`config.mk`:
```
export PLATFORM = sky130hd
export DESIGN_NAME = noekeon_stream_driver
export DESIGN_NICKNAME = d
export VERILOG_FILES = /design/src/rtl/noekeon_stream_driver.sv
export SDC_FILE = /design/constraint.sdc
export NUM_CORES = 1
export LEC_CHECK = 0
export ABC_CLOCK_PERIOD_IN_PS = 2050
export CORE_ASPECT_RATIO = 1.75
export CORE_UTILIZATION = 40
export DETAILED_ROUTE_END_ITERATION = 7
export PLACE_DENSITY = 0.72
export SYNTH_ARGS = -nofsm -noshare
export SYNTH_HDL_FRONTEND = slang
export SYNTH_SLANG_ARGS = --single-unit
```
`constraint.sdc`:
```
create_clock -name inClk -period 2.05 [get_ports inClk]
set_input_delay 0.41 -clock inClk [delete_from_list [all_inputs] [get_ports inClk]]
set_output_delay 0.41 -clock inClk [all_outputs]
set_load 0.01 [all_outputs]
```
`src/rtl/noekeon_stream_driver.sv`:
```
`default_nettype none
// ============================================================================
// Module   : noekeon_stream_driver
// Brief    : Packs 32-bit stream words into 128-bit key/data blocks, drives the
//            Noekeon core strobes and streams the 128-bit result back out.
//            Optional macro NOEKEON_DRV_TIMEOUT_EN adds a WAIT_HI watchdog.
// Revision : 1.0  initial release
// ============================================================================
module noekeon_stream_driver #(
    parameter int TIMEOUT_CYCLES = 64
) (
    input  logic         inClk,
    input  logic         inReset,
    input  logic         inCfgMode,
    input  logic         inCfgDecipher,
    input  logic         inWordValid,
    input  logic         inWordIsKey,
    input  logic [31:0]  inWordData,
    output logic         outWordReady,
    output logic         outResValid,
    output logic [31:0]  outResData,
    output logic         outResLast,
    input  logic         inResReady,
    output logic         outCoreMode,
    output logic         outCoreDecipher,
    output logic         outCoreKeyWr,
    output logic         outCoreDataWr,
    output logic [127:0] outCoreBlock,
    input  logic         inCoreBusy,
    input  logic [127:0] inCoreData,
    output logic         outDrvBusy,
    output logic         outErr
);

    typedef enum logic [2:0] {
        S_COLLECT    = 3'd0,
        S_KEY_ISSUE  = 3'd1,
        S_DATA_ISSUE = 3'd2,
        S_WAIT_HI    = 3'd3,
        S_WAIT_LO    = 3'd4,
        S_CAPTURE    = 3'd5,
        S_SEND       = 3'd6
    } state_t;

    state_t         r_state;
    logic [1:0]     r_word_cnt;
    logic           r_is_key;
    logic [127:0]   r_block;
    logic [127:0]   r_result;
    logic [1:0]     r_res_idx;
    logic           r_word_ready;
    logic           r_res_valid;
    logic           r_mode;
    logic           r_decipher;
    logic           r_key_wr;
    logic           r_data_wr;
    logic           r_err;

    logic           w_word_xfer;
    logic           w_res_xfer;
    logic           w_type_clash;
    logic [1:0]     w_slot;
    logic           w_tmo_hit;

    assign w_word_xfer  = r_word_ready & inWordValid;
    assign w_res_xfer   = r_res_valid & inResReady;
    // A type change restarts the group: the clashing word lands in slot 0.
    assign w_type_clash = (r_word_cnt != 2'd0) && (inWordIsKey != r_is_key);
    assign w_slot       = w_type_clash ? 2'd0 : r_word_cnt;

`ifdef NOEKEON_DRV_TIMEOUT_EN
    localparam int TMO_W = $clog2(TIMEOUT_CYCLES + 1);
    logic [TMO_W-1:0] r_tmo_cnt;

    assign w_tmo_hit = (r_tmo_cnt == TMO_W'(TIMEOUT_CYCLES - 1));

    always_ff @(posedge inClk or negedge inReset) begin
        if (!inReset) begin
            r_tmo_cnt <= '0;
        end else if (r_state != S_WAIT_HI) begin
            r_tmo_cnt <= '0;
        end else if (!w_tmo_hit) begin
            r_tmo_cnt <= r_tmo_cnt + 1'b1;
        end
    end
`else
    logic w_unused_tmo_param;
    assign w_unused_tmo_param = (TIMEOUT_CYCLES == 0);
    assign w_tmo_hit          = 1'b0;
`endif

    always_ff @(posedge inClk or negedge inReset) begin
        if (!inReset) begin
            r_state      <= S_COLLECT;
            r_word_cnt   <= 2'd0;
            r_is_key     <= 1'b0;
            r_block      <= '0;
            r_result     <= '0;
            r_res_idx    <= 2'd0;
            r_word_ready <= 1'b0;
            r_res_valid  <= 1'b0;
            r_mode       <= 1'b0;
            r_decipher   <= 1'b0;
            r_key_wr     <= 1'b0;
            r_data_wr    <= 1'b0;
            r_err        <= 1'b0;
        end else begin
            r_key_wr  <= 1'b0;
            r_data_wr <= 1'b0;
            case (r_state)
                S_COLLECT: begin
                    r_mode       <= inCfgMode;
                    r_decipher   <= inCfgDecipher;
                    r_word_ready <= 1'b1;
                    if (w_word_xfer) begin
                        if (w_type_clash) begin
                            r_err <= 1'b1;
                        end
                        if (w_slot == 2'd0) begin
                            r_is_key <= inWordIsKey;
                        end
                        case (w_slot)
                            2'd0:    r_block[127:96] <= inWordData;
                            2'd1:    r_block[95:64]  <= inWordData;
                            2'd2:    r_block[63:32]  <= inWordData;
                            default: r_block[31:0]   <= inWordData;
                        endcase
                        r_word_cnt <= w_slot + 2'd1;
                        if (w_slot == 2'd3) begin
                            r_word_ready <= 1'b0;
                            r_state      <= r_is_key ? S_KEY_ISSUE : S_DATA_ISSUE;
                        end
                    end
                end
                S_KEY_ISSUE: begin
                    if (!inCoreBusy) begin
                        r_key_wr <= 1'b1;
                        // Direct-mode key load gives no busy handshake.
                        if (!r_mode) begin
                            r_state      <= S_COLLECT;
                            r_word_ready <= 1'b1;
                        end else begin
                            r_state <= S_WAIT_HI;
                        end
                    end
                end
                S_DATA_ISSUE: begin
                    if (!inCoreBusy) begin
                        r_data_wr <= 1'b1;
                        r_state   <= S_WAIT_HI;
                    end
                end
                S_WAIT_HI: begin
                    if (inCoreBusy) begin
                        r_state <= S_WAIT_LO;
                    end else if (w_tmo_hit) begin
                        r_err        <= 1'b1;
                        r_state      <= S_COLLECT;
                        r_word_ready <= 1'b1;
                    end
                end
                S_WAIT_LO: begin
                    if (!inCoreBusy) begin
                        if (r_is_key) begin
                            r_state      <= S_COLLECT;
                            r_word_ready <= 1'b1;
                        end else begin
                            r_state <= S_CAPTURE;
                        end
                    end
                end
                S_CAPTURE: begin
                    r_result    <= inCoreData;
                    r_res_idx   <= 2'd0;
                    r_res_valid <= 1'b1;
                    r_state     <= S_SEND;
                end
                S_SEND: begin
                    if (w_res_xfer) begin
                        if (r_res_idx == 2'd3) begin
                            r_res_valid  <= 1'b0;
                            r_res_idx    <= 2'd0;
                            r_word_cnt   <= 2'd0;
                            r_word_ready <= 1'b1;
                            r_state      <= S_COLLECT;
                        end else begin
                            r_res_idx <= r_res_idx + 2'd1;
                        end
                    end
                end
                default: begin
                    r_state <= S_COLLECT;
                end
            endcase
        end
    end

    always_comb begin
        outResData = r_result[127:96];
        case (r_res_idx)
            2'd1:    outResData = r_result[95:64];
            2'd2:    outResData = r_result[63:32];
            2'd3:    outResData = r_result[31:0];
            default: outResData = r_result[127:96];
        endcase
    end

    assign outWordReady    = r_word_ready;
    assign outResValid     = r_res_valid;
    assign outResLast      = r_res_valid & (r_res_idx == 2'd3);
    assign outCoreMode     = r_mode;
    assign outCoreDecipher = r_decipher;
    assign outCoreKeyWr    = r_key_wr;
    assign outCoreDataWr   = r_data_wr;
    assign outCoreBlock    = r_block;
    assign outDrvBusy      = (r_state != S_COLLECT);
    assign outErr          = r_err;

endmodule
`default_nettype wire

```
# Word level (Yosys, flattened, before mapping)
# Index checks and enable logic that the tools add are counted.
[totals]
regBits = 271
in_bits = 168
out_inout_bits = 169
word_cells = 100
[classes]
n_addsub = 2
eq_ne = 23
n_mux = 36
bitwise = 4
reduce_logical = 19
[op_table]
columns = ["op", "n"]
rows = [
  ["$pmux W32 S3", 1],
  ["$mux W3", 9],
  ["$pmux W3 S7", 1],
  ["$ne A2 B2 Y1 const B", 10],
  ["$reduce_and A3 Y1", 6],
  ["$mux W2", 8],
  ["$mux W1", 13],
  ["$eq A3 B3 Y1 const B", 3],
  ["$eq A2 B2 Y1 const B", 4],
  ["$pmux W2 S2", 2],
  ["$reduce_and A8 Y1", 1],
  ["$reduce_and A7 Y1", 1],
  ["$eq A3 B2 Y1 const B", 2],
  ["$reduce_bool A2 Y1", 3],
  ["$add A2 B1 Y2 const B", 2],
  ["$eq A2 B1 Y1 const B", 2],
  ["$pmux W1 S4", 1],
  ["$reduce_and A4 Y1", 1],
  ["$reduce_bool A4 Y1", 1],
  ["$and A1 B1 Y1", 3],
  ["$eq A3 B1 Y1 const B", 1],
  ["$logic_not A3 Y1", 1],
  ["$reduce_bool A3 Y1", 1],
  ["$reduce_or A3 Y1", 1],
  ["6 further kinds", 6],
]

# Logic depth before layout (Yosys ltp)
[depth]
word_depth = 7
depth_mapped = 8
mapped_depth_nobuf = 8

# Worst setup path after synthesis
# OpenSTA, ideal clock, no wires.
[synth_path]
kind = "register to output"
startpoint = "reg r_res_idx[0]"
endpoint = "out outResData[0]"
arrival_ps = 1615
t_required_ps = 1640
path_slack_ps = 25
path_stages_with_launch = 6
path_buffers = 2
cell_sequence = "dfrtp_1 > inv_1 > ha_1 > clkbuf_1 > buf_1 > mux2i_1"
[synth_between]
elab_chain_cells = 2
elab_cells_between_ends = 4
cone_classes = "eq/ne: 3; mux: 1"
[synth_rtl]
columns = ["element", "line_no", "text"]
rows = [
  ["start: declaration", "50", "logic [1:0] r_res_idx;"],
  ["start signal: assignment", "187", "r_res_idx <= r_res_idx + 2'd1;"],
  ["$eq A2 B2 Y1 or $eq A2 B1 Y1 (tied branches)", "200", "case (r_res_idx)"],
  ["$pmux W32 S3 (*)", "200", ""],
  ["end: declaration", "21", "output logic [31:0] outResData,"],
]
# Mark *: on every way between the ends. The rest lies on a longest branch, timed or not.

# Worst setup path after layout
[layout_path]
startpoint = "reg r_res_idx[1]"
endpoint = "out outResData[18]"
# The elaborated chain is that of the path after synthesis.

==> summary.md <==
| Metric | Value |
|---|---|
| Tot Pwr | `25.1 mW` |
| Area delta synth->final | `43.3%` |
| GRT Max-Usage Layer | `met2` |
| Leakage | `just under 8 nW` |
| Mapped Nets | `930` |
| Yosys warns | `0` |
| Main synth FF type | `dfrtp_1` |
| ANT nets after route | `0` |
| R2r setup slk | `approximately 0.15 ns` |
| Slew @ Worst Pin | `0.465 ns` |
| Die Ht | `228 um` |
| Detailed Route Iter0 Violations | `368` |
| Die Area | `just under 30000 um2` |
| Setup_tns | `-12.16 ns` |
| Initial Utilization | `40.7%` |
| Core Util, Final | `58.3%` |
| IO Count | `337` |
| Final worst slack | `-0.442 ns` |
| FILL cells | `2273` |
| Final Max Slew Viols | `0` |
| Worst-path clk slew | `0.07 ns` |
| Gate Count Post-Synth | `754` |
| Overflow after GRT | `0` |
| Largest net degree at the start of global routing | `54` |
| WP data required | `about 1.6 ns` |
| Peak supply drop | `roughly 0.77 mV` |
| Slew margin rel. | `69.0%` |
| Post-synth EDFFs | `0` |
| Clk buf depth | `3` |
| Critical Path End Type | `output pin` |
| Cell type with the largest total area after synthesis | `dfrtp_1` |
| Hold WS | `0.390 ns` |
| Multi-input logic area | `4460 um2` |
| Non-Filler Instances | `about 1500` |
| Post-DP HPWL | `21100 um` |
| Layout Skew | `0.00909 ns` |
| First-pass GRT wire length | `45900 um` |
| Total GRT Usage | `20.2%` |
| Crit path max fanout | `25` |
| Clock sinks | `271` |
| Ranking of synthesized cells by area | `dfrtp_1, mux2_1, mux2_4, mux2i_1, a222oi_1` |
| RSZ-0062 raised after global routing | `true` |
| Post-synthesis cell type count | `41` |
| Routed len/inst | `roughly 20 um` |
| Achievable Freq | `roughly 400 MHz` |
| Post-synthesis cell area | `11600 um2` |
| Number of CTS-inserted buffers | `25` |
| Residual DRC | `0` |
| CTS H-Tree Depth | `1` |
| Critical Path AT | `2.08 ns` |
| Origin of the worst setup path | `r_res_idx[1]` |
| Async S/R FF share, synth | `100%` |
| CP startpoint kind | `flip-flop` |
| Fraction of layout cells with a size suffix above 1 | `22.9%` |
| Die Wd | `about 130 um` |
| IO buf count | `between 300 and 400` |
| Top cell type's share of synthesized area | `about three fifths` |
| CP Class | `reg2out` |
| Register area | `between 6000 and 7000 um2` |
| Pwr dens | `around 1500 nW/um2` |
| Final Wtd Congestion | `0.758` |
| Core area | `between 20000 and 30000 um2` |
| Count of final setup violators | `33` |
| Initial antenna violation count | `0` |
| Failing checks | `setup timing` |
| Total number of vias | `approximately 7700` |
| Final worst path period need | `2.49 ns` |
| Mapped Avg Cell Area | `15.4 um2` |
| # nets final | `1309` |
| Worst r2r path cells | `7` |
| Met2 Usage GRT | `38.1%` |
| FP Rows | `82` |
| Yosys reg bits | `around 270` |
| Crit Reg-Reg Endpoint | `outCoreBlock[98]` |
| R2R Path Start | `r_is_key` |
| Hold Crit Class | `in2async` |
| Placed Cells | `1469` |
| CTS root buffer | `clkbuf_16` |
| Tcrit/Tclk final | `122%` |
| TritonCTS clock tree | `yes` |
| Pre-antenna DRT Iters | `6` |
| M3 GR Usage | `under 10%` |
| Met1 Use GR | `between 20 and 25%` |
| Seq/Total Area, Yosys | `between 50% and 60%` |
| Vias in the first global route | `approximately 8300` |
| Worst-Skew Late Latency | `0.53 ns` |
| Max Cap Violations | `0` |
| Status | `finished, violations left` |
| Fin. Hold Viols | `0` |
| Final WL | `between 20000 and 30000 um` |
| Via density | `5.05` |
## where the power goes
group	switching, mW	internal, mW
Combinational	4.42	6.58
Sequential	1.45	7.92
Clock	2.01	2.67
## logic make-up after synthesis
group	synth area share, %
compound gates	4.05
simple gates	1.77
fa+ha+maj	0.860
buf+inv	3.91
xor+xnor	0.0753
mux	31.1
flops	58.3
## metrics by stage
stage	area (um2)	setup WS, ns
after floorplan	11600	0.0253
after global placement	15800	-0.284
after detailed placement	15800	-0.326
after CTS	16600	-0.479
after global routing	16700	-0.533
final	16700	-0.442
## synthesized netlist by cell type (all sizes together), types with 3 or more instances
| master | number |
|---|---|
| nand2 | 6 |
| a31oi | 3 |
| buf | 31 |
| o21ai | 3 |
| nor3 | 4 |
| clkbuf | 17 |
| a222oi | 32 |
| inv | 40 |
| nor2b | 3 |
| ha | 8 |
| mux2 | 259 |
| nand3 | 3 |
| nor2 | 10 |
| dfrtp | 271 |
| mux2i | 33 |
| a21oi | 6 |
## cell type report
cell class / instances / share of cell area [%]
Sequential cell: 271 / 40.7
Multi-Input combinational cell: 395 / 26.7
Timing Repair Buffer: 400 / 24.0
Clock buffer: 35 / 4.28
Tap cell: 378 / 2.84
Inverter: 40 / 0.900
Clock inverter: 9 / 0.600
Antenna cell: 1 / 0.0150
## cells in the final DEF, fill, tap and decap left out, drive strengths merged, types with 2 or more instances in the layout
cell type	count
nand3	3
o32ai	2
a31oi	3
nor3	4
nor2	10
buf	96
o31ai	2
dfrtp	271
inv	40
nor2b	3
clkinvlp	2
and4	2
ha	8
bufinv	2
or2	2
mux2	259
and3	2
a222oi	32
clkdlybuf4s50	301
a22o	2
clkbuf	36
nand2	6
and2	2
mux2i	33
a21oi	6
o21ai	3
nand2b	2
clkinv	5
## flip-flops by register name, summed over array words and instances, names as in the netlist
name,count
outCoreDataWr,1
outErr,1
r_is_key,1
outCoreKeyWr,1
r_res_idx,2
outCoreDecipher,1
outCoreMode,1
outWordReady,1
outCoreBlock,128
r_word_cnt,2
r_result,128
r_state,3
outResValid,1
## worst max-delay path by stage
stage                        end  slack [ns]  cells past startpoint
4_1_cts           outResData[26]       -0.48                      6
3_3_place_gp   outCoreBlock[127]       -0.28                      8
5_1_grt           outResData[23]       -0.53                      6
3_5_place_dp    outCoreBlock[98]       -0.33                      8
6_report          outResData[18]       -0.44                      5
2_1_floorplan      outResData[0]        0.03                      5
## metal layers
metal / share of wire (%) / wire length [um]
met5: 0 / 0
met4: 3.8 / 1120
met3: 5.8 / 1720
met2: 55 / 16500
met1: 35 / 10500
## worst max-delay path, cell delays in order (launching register included)
cell and delay, ns:
dfrtp_2 0.47, inv_2 0.11, ha_2 0.21, buf_12 0.23
mux2i_1 0.32, buf_2 0.19
## repair_timing
item	in CTS	in global routing
setup buffers	10	3
gates cloned	2	1
pin swaps	30	21
endpoints found under the setup margin	34	33
hold buffers	1	0
hold endpoints to repair	44	0
gates resized for setup	166	3
Power figures use the tool's default switching activity.
